**src/rtl/cla4b_add.sv**
```systemverilog
// 4-bit carry-lookahead adder with flat two-level carries, group P/G export
// for hierarchical chaining, and an optional registered copy of the result.
module cla4b_add #(
  parameter int REG_OUT = 1
) (
  input  logic       clk,
  input  logic       rst_n,
  input  logic [3:0] a,
  input  logic [3:0] b,
  input  logic       cin,
  output logic [4:0] sum,
  output logic       cout,
  output logic       gp,
  output logic       gg,
  output logic [4:0] sum_q,
  output logic       cout_q
);

  logic [3:0] p;
  logic [3:0] g;
  logic [4:0] c;

  assign p = a ^ b;
  assign g = a & b;

  // Every carry is expanded down to g, p and cin so no carry waits on another.
  assign c[0] = cin;
  assign c[1] = g[0]
              | (p[0] & cin);
  assign c[2] = g[1]
              | (p[1] & g[0])
              | (p[1] & p[0] & cin);
  assign c[3] = g[2]
              | (p[2] & g[1])
              | (p[2] & p[1] & g[0])
              | (p[2] & p[1] & p[0] & cin);

  assign gp = &p;
  assign gg = g[3]
            | (p[3] & g[2])
            | (p[3] & p[2] & g[1])
            | (p[3] & p[2] & p[1] & g[0]);

  assign c[4] = gg | (gp & cin);

  assign sum  = {c[4], p ^ c[3:0]};
  assign cout = c[4];

  generate
    if (REG_OUT != 0) begin : g_reg
      // NOTE: sequential state uses non-blocking assignments so every flop
      // samples pre-edge values regardless of statement order.
      always_ff @(posedge clk or negedge rst_n) begin
        if (!rst_n) begin
          sum_q  <= '0;
          cout_q <= 1'b0;
        end else begin
          sum_q  <= sum;
          cout_q <= cout;
        end
      end
    end else begin : g_noreg
      assign sum_q  = '0;
      assign cout_q = 1'b0;
    end
  endgenerate

endmodule

```
**config.mk**
```make
export PLATFORM = sky130hd
export DESIGN_NAME = cla4b_add
export DESIGN_NICKNAME = d
export VERILOG_FILES = /design/src/rtl/cla4b_add.sv
export SDC_FILE = /design/constraint.sdc
export NUM_CORES = 1
export LEC_CHECK = 0
export ABC_CLOCK_PERIOD_IN_PS = 2750
export CORE_AREA = 2 2 39 41
export DETAILED_ROUTE_END_ITERATION = 12
export DIE_AREA = 0 0 41 43
export REMOVE_ABC_BUFFERS = 1
export SYNTH_ARGS = -nofsm -noshare
export SYNTH_HDL_FRONTEND = slang
export SYNTH_SLANG_ARGS = --single-unit
```
**constraint.sdc**
```tcl
create_clock -name clk -period 2.75 [get_ports clk]
set_clock_uncertainty 0.15 [all_clocks]
set_input_delay 0.6875 -clock clk [delete_from_list [all_inputs] [get_ports clk]]
set_output_delay 0.6875 -clock clk [all_outputs]
set_load 0.02 [all_outputs]
```
==> flow_summary.ini <==
[clock_tree]
cts.sinks = 5
cts_buffers = 3
htreeDepth = 1
clk_path_buf_depth = 2
cts_hold_buf = 0
cts_tree = yes
cts_setup_buffers = 0
cts_root_buf = clkbuf_4
clkTransAtPathRegs_ps = 50

[synthesis]
ys_types = 15
synth_area_leaders = dfrtp_1 (39%), ha_1 (16%), a21o_1 (7.0%), fa_1 (6.2%), xnor2_1 (5.4%)
synth_seq_cells = 5
ys_warn_count = 0
netlist_instances = 29
yosys.area.top_type = dfrtp_1
synth_xor_xnor_area_share_pct = 8.14
syn_area_sq_um = 323
synth.avg_cell_area_sq_um = 11.1
yosysTopAreaCellShare_pct = 38.8
yosysSeqAreaShare_pct = 38.8
synthAdderAreaFrac_pct = 21.7
synth_compound_area_share_pct = 11.2
synth.area.mux_share_pct = 0
synth_top_family_by_area = adder cells
synth_simple_gate_area_share_pct = 10.9

[floorplan]
start_util_pct = 23.3
core_sq_mm = 0.00138
die_h_um = 43
std_cell_rows = 14
fp.dieW_um = 41
die_area_sq_mm = 0.00176
ios = 25

[cells_and_area]
final_nets = 75
n_antenna_cell = 0
drive_gt1_share_pct = 44.8
final_cells = 74
area_delta_synth_final_pct = 103

[power_and_ir_drop]
pwr_density_cell_mw_per_mm2 = 534
power_uw = 351
p_leak_nw = 0.329
ir_drop_uv = 170

[worst_setup_path]
worstPathRequired_ps = 1910
critPathArrivalTime_ps = 1850
crit_start = b[3]
setup.worst_path.start_class = input pin
path_max_fanout = 4
criticalPathCategory = in -> out
end_kind = primary output

[drt]
route.met3.wl_um = 101
m1WireLength_um = 281
vias = 313
wl_met2_um = 390
firstDrtPassIters = 3
drt_wl_total_um = 773
top_layer = met3
drtIter0Drc = 2
drc = 0
wl_per_cell_um = 10.4
vias_per_cell = 4.23
final_antenna_net_count = 0

[global_routing]
grtUsageTotal_pct = 10.4
antenna_found_initial = 0
grt_pass1_wl_mm = 1.26
grt_pass1_vias = 338
grt.overflow.total = 0
grt_start_max_net_pins = 6

[worst_hold_path]
hold_class = in -> async

[placement]
dp_cells = 70
dpl.hpwl_um = 633
gp_congestion = 0.593
numPortBuffers = 24

[flow_run]
drv_cap = 0

[timing]
relSlewSlack_pct = 85.5
worst_pin_slew_ps = 218
slew_violations = 0
tns_ps = 0
min_period_ps = 2680
max_freq_ghz = 0.373
grt_setup_unrepaired = false
setup_violations = 0
fin_crit_sh_pct = 97.6
final-hold-violation-count = 0

[outcome]
status = completed
-- power by group --
group          switching (mW)  internal, mW  leakage, nW  total, mW
Sequential            0.00380        0.0867       0.0587     0.0905
Clock                  0.0342        0.0528       0.0177     0.0870
Combinational          0.0870        0.0862        0.252      0.173
-- critical path, stage by stage --
cell	delay (ps)
clkdlybuf4s50_1	400
ha_2	380
and4_2	220
buf_2	160
-- timing repair --
action	CTS	global route
gates resized for setup	53	3
pin swaps	5	0
setup endpoints to repair	8	4
-- Yosys cell counts (all sizes together) --
master,number
dfrtp,5
ha,4
inv,4
a21o,3
a21oi,2
buf,2
nand3,2
xnor2,2
and4,1
fa,1
nand2,1
nand4,1
xor2,1
-- per-stage QoR --
stage,hold slack (ps),utilization [%],setup slack (ps),cell area [sq um]
3_3_place_gp,775,42.7,-662,591
6_report,506,47.5,66.3,657
4_1_cts,501,46.9,-17.6,649
3_5_place_dp,769,42.7,-671,591
5_1_grt,508,47.5,6.16,657
2_1_floorplan,242,-,224,308
-- routing by layer --
layer	vias to the layer above	global-route usage (%)
met1	140	9.42
met3	0	3.66
met4	0	4.00
met5	-	0
met2	21	19.1
li1	152	-
-- logic make-up after synthesis --
family,Yosys count
compound gates,5
xor+xnor,3
fa+ha+maj,5
buf+inv,6
flops,5
simple gates,5
-- worst max path at each step --
stage             end  slack, ps  cells after the start
6_report           gp         70                      4
5_1_grt            gp          6                      4
4_1_cts        sum[0]        -20                      5
3_5_place_dp   sum[3]       -670                      6
3_3_place_gp   sum[2]       -660                      6
2_1_floorplan  sum[3]        220                      4
-- cells in the final DEF (no fill, tap or decap), types with 2 or more instances in the layout --
cell type        Yosys  final
inv_1                4      4
dlygate4sd2_1        0      6
ha_4                 0      3
a21o_1               3      3
clkdlybuf4s50_1      0      9
dfrtp_1              5      5
buf_2                0      2
clkbuf_4             0      3
buf_4                2      9
-- final cells by class --
cell class                 count  area (sq um)
clock buffer                   3          22.5
clock inverter                 1          5.00
fill                         151           727
inverter                       4          15.0
multi-input combinational     18           236
sequential                     5           125
tap                           16          20.0
timing repair buffer          27           233
-- state kept, by name (all words and copies together) (netlist names) --
signal	count
cout_q	1
sum_q	4
No activity file was read; power rests on OpenSTA's default activity.
